===== src/rtl/qick_cmd_exec.sv =====
// Command executor: latches an opcode plus data words, acks once, then streams a header and nw data words.
// Latency: ack one cycle after the accepting edge; first header valid one cycle after ack.
// Backpressure: tx_vld_o/tx_dt_o/tx_last_o hold while tx_rdy_i is low; new commands wait until IDLE.
module qick_cmd_exec #(
    parameter int OP_DW  = 5,
    parameter int DT_QTY = 4
) (
    input  logic                   clk_i,
    input  logic                   rst_ni,
    input  logic                   cmd_req_i,
    output logic                   cmd_ack_o,
    input  logic [OP_DW-1:0]       cmd_op_i,
    input  logic [DT_QTY*32-1:0]   cmd_dt_i,
    output logic                   tx_vld_o,
    input  logic                   tx_rdy_i,
    output logic [31:0]            tx_dt_o,
    output logic                   tx_last_o,
    output logic                   busy_o,
    output logic [7:0]             exec_cnt_do
);

    localparam int         IW     = (DT_QTY > 1) ? $clog2(DT_QTY) : 1;
    localparam logic [7:0] DT_MAX = 8'(DT_QTY);

    typedef enum logic [1:0] {IDLE, ACK, HDR, DATA} state_t;

    typedef struct packed {
        logic [7:0]  magic;
        logic [7:0]  nw;
        logic [15:0] op;
    } hdr_t;

    state_t           state_q, state_d;
    logic [OP_DW-1:0] op_q;
    logic [31:0]      dt_q [DT_QTY];
    logic [7:0]       nw_q;
    logic [7:0]       idx_q;
    logic [3:0]       nop_cnt, frm_cnt;
    logic [7:0]       nw_in;
    logic             ld, nop_inc, frm_inc, idx_clr, idx_inc;
    hdr_t             hdr;

    // Word count is clipped to the number of data words actually carried.
    assign nw_in = ({5'd0, cmd_op_i[2:0]} > DT_MAX) ? DT_MAX : {5'd0, cmd_op_i[2:0]};
    assign hdr   = '{magic: 8'hA5, nw: nw_q, op: 16'(op_q)};
    assign exec_cnt_do = {nop_cnt, frm_cnt};

    always_ff @(posedge clk_i or negedge rst_ni) begin
        if (!rst_ni) begin
            state_q <= IDLE;
        end else begin
            state_q <= state_d;
        end
    end

    always_ff @(posedge clk_i or negedge rst_ni) begin
        if (!rst_ni) begin
            op_q <= '0;
            nw_q <= '0;
            for (int i = 0; i < DT_QTY; i++) begin
                dt_q[i] <= '0;
            end
        end else if (ld) begin
            op_q <= cmd_op_i;
            nw_q <= nw_in;
            for (int i = 0; i < DT_QTY; i++) begin
                dt_q[i] <= cmd_dt_i[i*32 +: 32];
            end
        end
    end

    always_ff @(posedge clk_i or negedge rst_ni) begin
        if (!rst_ni) begin
            idx_q   <= '0;
            nop_cnt <= '0;
            frm_cnt <= '0;
        end else begin
            if (idx_clr) begin
                idx_q <= '0;
            end else if (idx_inc) begin
                idx_q <= idx_q + 8'd1;
            end
            if (nop_inc) begin
                nop_cnt <= nop_cnt + 4'd1;
            end
            if (frm_inc) begin
                frm_cnt <= frm_cnt + 4'd1;
            end
        end
    end

    always_comb begin
        state_d   = state_q;
        ld        = 1'b0;
        nop_inc   = 1'b0;
        frm_inc   = 1'b0;
        idx_clr   = 1'b0;
        idx_inc   = 1'b0;
        cmd_ack_o = 1'b0;
        tx_vld_o  = 1'b0;
        tx_dt_o   = '0;
        tx_last_o = 1'b0;
        busy_o    = (state_q != IDLE);
        case (state_q)
            IDLE: begin
                if (cmd_req_i) begin
                    ld      = 1'b1;
                    state_d = ACK;
                end
            end
            ACK: begin
                cmd_ack_o = 1'b1;
                if (op_q == '0) begin
                    nop_inc = 1'b1;
                    state_d = IDLE;
                end else begin
                    state_d = HDR;
                end
            end
            HDR: begin
                tx_vld_o  = 1'b1;
                tx_dt_o   = hdr;
                tx_last_o = (nw_q == 8'd0);
                if (tx_rdy_i) begin
                    if (nw_q == 8'd0) begin
                        frm_inc = 1'b1;
                        state_d = IDLE;
                    end else begin
                        idx_clr = 1'b1;
                        state_d = DATA;
                    end
                end
            end
            DATA: begin
                tx_vld_o  = 1'b1;
                tx_dt_o   = dt_q[idx_q[IW-1:0]];
                tx_last_o = (idx_q == nw_q - 8'd1);
                if (tx_rdy_i) begin
                    if (idx_q == nw_q - 8'd1) begin
                        frm_inc = 1'b1;
                        state_d = IDLE;
                    end else begin
                        idx_inc = 1'b1;
                    end
                end
            end
            default: state_d = IDLE;
        endcase
    end

endmodule


===== config.mk =====
export PLATFORM = sky130hd
export DESIGN_NAME = qick_cmd_exec
export DESIGN_NICKNAME = d
export VERILOG_FILES = /design/src/rtl/qick_cmd_exec.sv
export SDC_FILE = /design/constraint.sdc
export NUM_CORES = 1
export LEC_CHECK = 0
export CAP_MARGIN = 20
export CORE_AREA = 2 2 125 127
export CTS_CLUSTER_DIAMETER = 50
export DETAILED_ROUTE_END_ITERATION = 16
export DIE_AREA = 0 0 127 129
export GPL_TIMING_DRIVEN = 0
export PLACE_DENSITY = 0.83
export SYNTH_ARGS = -nofsm -noshare
export SYNTH_HDL_FRONTEND = slang
export SYNTH_SLANG_ARGS = --single-unit

===== constraint.sdc =====
create_clock -name clk_i -period 3.3 [get_ports clk_i]
set_input_delay 0.495 -clock clk_i [delete_from_list [all_inputs] [get_ports clk_i]]
set_output_delay 0.495 -clock clk_i [all_outputs]
set_load 0.02 [all_outputs]

After elaboration in Yosys (flattened, before gate mapping)
Index checks and enable logic that the tools add are counted.
Widths: inputs -> output; s select.
{"block": "word_totals", "out_inout_bits": 44, "inputBits": 137, "register_bits": 159}
{"block": "classes", "n_reduce_logical": 7, "n_bitwise": 1, "order_cmp": 2, "n_mux": 32, "eq_ne": 8, "addsub": 4}
{"operator": "$bmux 32 s2", "n": 1}
{"operator": "$mux 32", "n": 2}
{"operator": "$pmux 32 s2", "n": 1}
{"operator": "$mux 1", "n": 16}
{"operator": "$mux 8", "n": 2}
{"operator": "$mux 2", "n": 6}
{"operator": "$add 4x1->4 const B", "n": 2}
{"operator": "$add 8x1->8 const B", "n": 1}
{"operator": "$eq 8x8->1", "n": 1}
{"operator": "$logic_not 8->1", "n": 1}
{"operator": "$ne 2x2->1 const B", "n": 4}
{"operator": "$pmux 2 s4", "n": 1}
{"operator": "$sub 8x1->8 const B", "n": 1}
{"operator": "$logic_not 5->1", "n": 1}
{"operator": "$eq 2x2->1 const B", "n": 2}
{"operator": "$pmux 1 s2", "n": 2}
{"operator": "$reduce_and 4->1", "n": 1}
{"operator": "$reduce_bool 2->1", "n": 2}
{"operator": "$ge 3x3->1 const B", "n": 1}
{"operator": "$gt 3x3->1 const B", "n": 1}
{"operator": "$mux 3", "n": 1}
{"operator": "$not 2->3", "n": 1}
{"operator": "$eq 2x1->1 const B", "n": 1}
{"operator": "$logic_not 2->1", "n": 1}
{"operator": "$reduce_or 2->1", "n": 1}

Logic depth before layout (Yosys ltp)
{"block": "logic_depth", "ltp_word": 7, "mapped_depth": 8}

Worst setup path after synthesis
Ideal clock, no wire load.
{"block": "synth_path", "kind": "register to output", "from": "register nw_q[0]", "to": "output port tx_last_o", "arrival_time_ns": 2.501, "stages_incl_launch_ff": 9, "path_slack_ns": 0.304, "required_time_ns": 2.805, "cell_sequence": "dfrtp_1 inv_1 ha_1 ha_1 or3_4 a2111oi_4 buf_6 nand3_1 a21boi_0"}
{"block": "synth_via", "elab_chain_len": 3}
{"element": "start: declaration", "line": "36", "rtl": "logic [7:0] nw_q;"}
{"element": "start signal: assignment", "line": "65", "rtl": "nw_q <= nw_in;"}
{"element": "$sub 8x1->8", "line": "137", "rtl": "tx_last_o = (idx_q == nw_q - 8'd1);"}
{"element": "$eq 8x8->1", "line": "137"}
{"element": "$pmux 1 s2 (*)", "line": "104", "rtl": "case (state_q)"}
{"element": "end: declaration", "line": "17", "rtl": "output logic tx_last_o,"}
Every way passes the cells marked *; elsewhere a longest branch is shown, timed or not.

Worst setup path after layout
{"block": "layout_path", "from": "register idx_q[1]", "to": "output port tx_dt_o[10]"}
{"block": "layout_via", "elab_chain_len": 5}
{"element": "start: declaration", "line": "37", "rtl": "logic [7:0] idx_q;"}
{"element": "start signal: assignment", "line": "81", "rtl": "idx_q <= idx_q + 8'd1;"}
{"element": "$not 2->3 (implied by the code)", "line": "136", "rtl": "tx_dt_o = dt_q[idx_q[IW-1:0]];"}
{"element": "$bmux 32 s2", "line": "136"}
{"element": "$mux 32 (implied by the code) (2 in a row)", "line": "136"}
{"element": "$pmux 32 s2", "line": "104"}
{"element": "end: declaration", "line": "16", "rtl": "output logic [31:0] tx_dt_o,"}
No other way between the ends. The select of a mux whose other input is x is not followed.

==> parameters.txt <==
Parameter                              Value

Floorplan
  Number of top-level pins    181
  Area of the die    0.0164 mm^2
  Die boundary height    approximately 130 um
  Core footprint    0.0150 mm^2
  Initial Util    0.494
  Die span in x    127 um
  Std-Cell Rows    45

Route
  Length of the first detailed-routing pass in iterations    5
  Via count normalized by instance count    roughly 5.5
  Total routed wirelength    22.5 mm
  Violation count after the first detailed-route iteration    536
  Post-detailed-route count of antenna-violating nets    0
  Number of vias after detailed routing    6578
  DR WL/cell    18.8 um
  DRC violation count after routing    0

Placed design
  Cell area after placement    0.00949 mm^2
  Post-DP HPWL    15.6 mm
  I/O Buffers    180
  Minimum setup slack after placement    -0.239 ns
  Routability congestion estimate    between 0.8 and 0.9
  Dpl cells    1161

Finish
  Antenna diode instance count    0
  Share of cells above drive strength 1    0.0992
  Post-layout nets    between 1000 and 1500
  Leading cell type in the layout, fill and taps excluded    sky130_fd_sc_hd__nand2_1
  Most frequent cells in the layout    sky130_fd_sc_hd__nand2_1 (417), sky130_fd_sc_hd__clkdlybuf4s50_1 (178), sky130_fd_sc_hd__dfrtp_1 (153)
  Layout area overhead    37.1%
  Share of the core filled with cells in the final layout    0.677
  Final non-filler cell total    1196
  Combined flip-flop and latch cell area    approximately 0.0039 mm^2
  Count of filler cells inserted in the layout    ~1100
  Area used by multi-input combinational logic    approximately 0.0033 mm^2
  Final design area excluding fillers    0.0101 mm^2

Yosys
  Netlist area before placement    0.00740 mm^2
  Average cell area after synthesis    9.35 um^2
  Flip-flop cell with the highest count after synthesis    sky130_fd_sc_hd__dfrtp_1
  Cells after synthesis    about 800
  EDFF count, synth    0
  Largest cells by area after synthesis    sky130_fd_sc_hd__dfrtp_1 (52%), sky130_fd_sc_hd__nand2_1 (21%), sky130_fd_sc_hd__mux4_2 (9.7%)
  Proportion of register bits with asynchronous set or reset after synthesis    1.00
  Yosys cell types    48
  Total of flip-flops plus latches after synthesis    154
  Cell taking the most area after synthesis    sky130_fd_sc_hd__dfrtp_1
  Part of the Yosys area used for sequential elements    0.521
  Post-Syn Nets    933
  Portion of synthesized cell area occupied by the leading cell type    0.521
  Synthesis Warnings    0

Global route
  Maximum number of pins on one net before global-route repair    roughly 70
  Vias in the first global route    6725
  Global-route wire length before repair    34.8 mm
  Remaining global-route overflow    0
  Total routing resource utilization after global routing    0.284
  Initial antenna violation count    0

Power and ir drop
  Share of total power in the clock network    0.210
  Power density over the cells    approximately 940 mW/mm^2
  Portion of total power attributed to sequential cells    0.342
  Net load switching power    approximately 3.6 mW
  Leak Pwr    between 4 and 5 nW
  Total internal power    5.97 mW
  Worst supply voltage drop on vdd    0.517 mV
  Logic gate share of total power    0.448
  Tot Pwr    around 9.5 mW
  Switching Fraction    0.374

Worst setup path
  Source of the critical timing path    idx_q[1]
  Reg-to-reg slack, setup    around 0.76 ns
  Critical path data arrival time    2.72 ns
  Kind of start point of the critical path    register
  Start-to-end type of the worst setup path    register to primary output
  Worst reg2reg path depth    8
  Required arrival time at the worst endpoint    2.80 ns
  Critical Path End Type    primary output
  Reg-to-reg startpoint    nw_q[0]
  Crit Path Max Fanout    10
  Worst flop-to-flop path endpoint    frm_cnt[3]

STA
  Final Hold Viols    0
  Crit path setup slack, layout    between 0.08 and 0.09 ns
  RSZ-0062 raised after global routing    no
  Minimum period implied by the final worst setup slack    between 3 and 4 ns
  Final slew viol count    0
  Transition time at the pin with the least slew margin    0.801 ns
  Portion of the clock cycle consumed by the worst path in the final layout    0.975
  Worst rel slew slack    0.466
  Worst clock skew on the final layout    0.00796 ns
  Setup violation total in the final timing report    0
  Worst hold slack    roughly 0.47 ns
  Max Fclk    311 MHz
  Post-Route Setup TNS    0 ns

Clock tree
  Deepest level of the CTS H-tree    4
  Num CTS Buffers    17
  Clock Pin Slew Worst Setup and Hold Paths    0.06 ns
  Max clock buf depth    2
  CTS tree    yes
  Num Clock Sinks    approximately 150
  Root Buffer Master    sky130_fd_sc_hd__clkbuf_16
  Later-pin clock latency in the skew report    roughly 0.43 ns

Min path
  End point of the worst hold path    dt_q[28]
  Worst min-delay path startpoint    dt_q[28]
  Class of the worst hold path    register to register
  Hold Crit Depth    2

Job
  Max Cap Viol    0

Outcome
  Result of the run    finished clean
[power groups by stage]
stage	logic (mW)	registers (mW)	clock network [mW]
2_1_floorplan	2.71	3.14	0
3_3_place_gp	4.08	3.21	0
3_5_place_dp	4.19	3.25	0
4_1_cts	4.26	3.24	2.01
5_1_grt	4.65	3.34	2.09
6_report	4.27	3.26	2.00
[routing by layer]
| layer | global-route usage | wire, um | share of wire |
|---|---|---|---|
| met1 | 0.359 | 8550 | 0.38 |
| met2 | 0.468 | 11200 | 0.50 |
| met3 | 0.0611 | 1760 | 0.078 |
| met4 | 0.139 | 910 | 0.041 |
| met5 | 0 | 0 | 0 |
[worst max-delay path, stage by stage (launching register included)]
cell,delay [ns]
sky130_fd_sc_hd__dfrtp_1,0.36
sky130_fd_sc_hd__clkbuf_8,0.17
sky130_fd_sc_hd__clkbuf_1,0.61
sky130_fd_sc_hd__mux4_2,0.42
sky130_fd_sc_hd__and2_1,0.20
sky130_fd_sc_hd__clkdlybuf4s50_1,0.54
[synth_stat cells, types with 2 or more instances]
master / instances
sky130_fd_sc_hd__buf_1: 7
sky130_fd_sc_hd__clkbuf_1: 33
sky130_fd_sc_hd__a311o_1: 2
sky130_fd_sc_hd__a21oi_1: 7
sky130_fd_sc_hd__mux4_2: 32
sky130_fd_sc_hd__nand3_1: 10
sky130_fd_sc_hd__a21o_2: 3
sky130_fd_sc_hd__nand2b_1: 5
sky130_fd_sc_hd__o21ai_0: 5
sky130_fd_sc_hd__o21a_1: 4
sky130_fd_sc_hd__xnor2_1: 5
sky130_fd_sc_hd__nor2b_1: 8
sky130_fd_sc_hd__and2_1: 23
sky130_fd_sc_hd__dfrtp_1: 154
sky130_fd_sc_hd__buf_2: 4
sky130_fd_sc_hd__nand3b_1: 2
sky130_fd_sc_hd__and3_2: 2
sky130_fd_sc_hd__ha_1: 5
sky130_fd_sc_hd__nand4_1: 3
sky130_fd_sc_hd__nand2_1: 417
sky130_fd_sc_hd__clkbuf_8: 3
sky130_fd_sc_hd__mux2i_1: 17
sky130_fd_sc_hd__o211ai_1: 2
sky130_fd_sc_hd__nor3_1: 3
sky130_fd_sc_hd__buf_6: 4
sky130_fd_sc_hd__nor2_1: 4
sky130_fd_sc_hd__inv_1: 6
[how the worst max path moves through the flow]
| stage | to | slack [ns] | cells after the start |
|---|---|---|---|
| 2_1_floorplan | tx_last_o | 0.30 | 8 |
| 3_3_place_gp | dt_q[28] | -4.59 | 1 |
| 3_5_place_dp | tx_last_o | -0.24 | 9 |
| 4_1_cts | tx_dt_o[30] | 0.01 | 5 |
| 5_1_grt | tx_dt_o[10] | 0.005 | 5 |
| 6_report | tx_dt_o[10] | 0.08 | 5 |
[flip-flops by register name, indices dropped and copies added, names as in the netlist]
register / count
op_q: 5
nop_cnt: 4
nw_q: 3
frm_cnt: 4
dt_q: 128
state_q: 2
idx_q: 8
[layout make-up]
| cell class | instances | area share |
|---|---|---|
| Inverter | 6 | 0.00222 |
| Clock inverter | 10 | 0.0139 |
| Timing Repair Buffer | 187 | 0.187 |
| Clock buffer | 20 | 0.0450 |
| Multi-Input combinational cell | 580 | 0.322 |
| Tap cell | 188 | 0.0232 |
| Sequential cell | 154 | 0.380 |
| Buffer | 51 | 0.0266 |
[logic make-up (layout without fill, tap and decap cells)]
family / after synthesis / after routing / synth area share
simple gates: 488 / 488 / 0.272
flops: 154 / 154 / 0.521
buf+inv: 57 / 274 / 0.0377
mux: 50 / 50 / 0.122
compound gates: 31 / 31 / 0.0321
xor+xnor: 6 / 6 / 0.00710
fa+ha+maj: 5 / 5 / 0.00845
[what timing repair did]
| action | in CTS | in global routing |
|---|---|---|
| setup endpoints to repair | 21 | 20 |
| hold buffers | 1 | 0 |
| endpoints found under the hold margin | 27 | 0 |
| setup buffers | 2 | 2 |
| pin swaps | 1 | 1 |
| resized for setup | 11 | 8 |
Note: power is estimated with default switching activity, not from simulation.
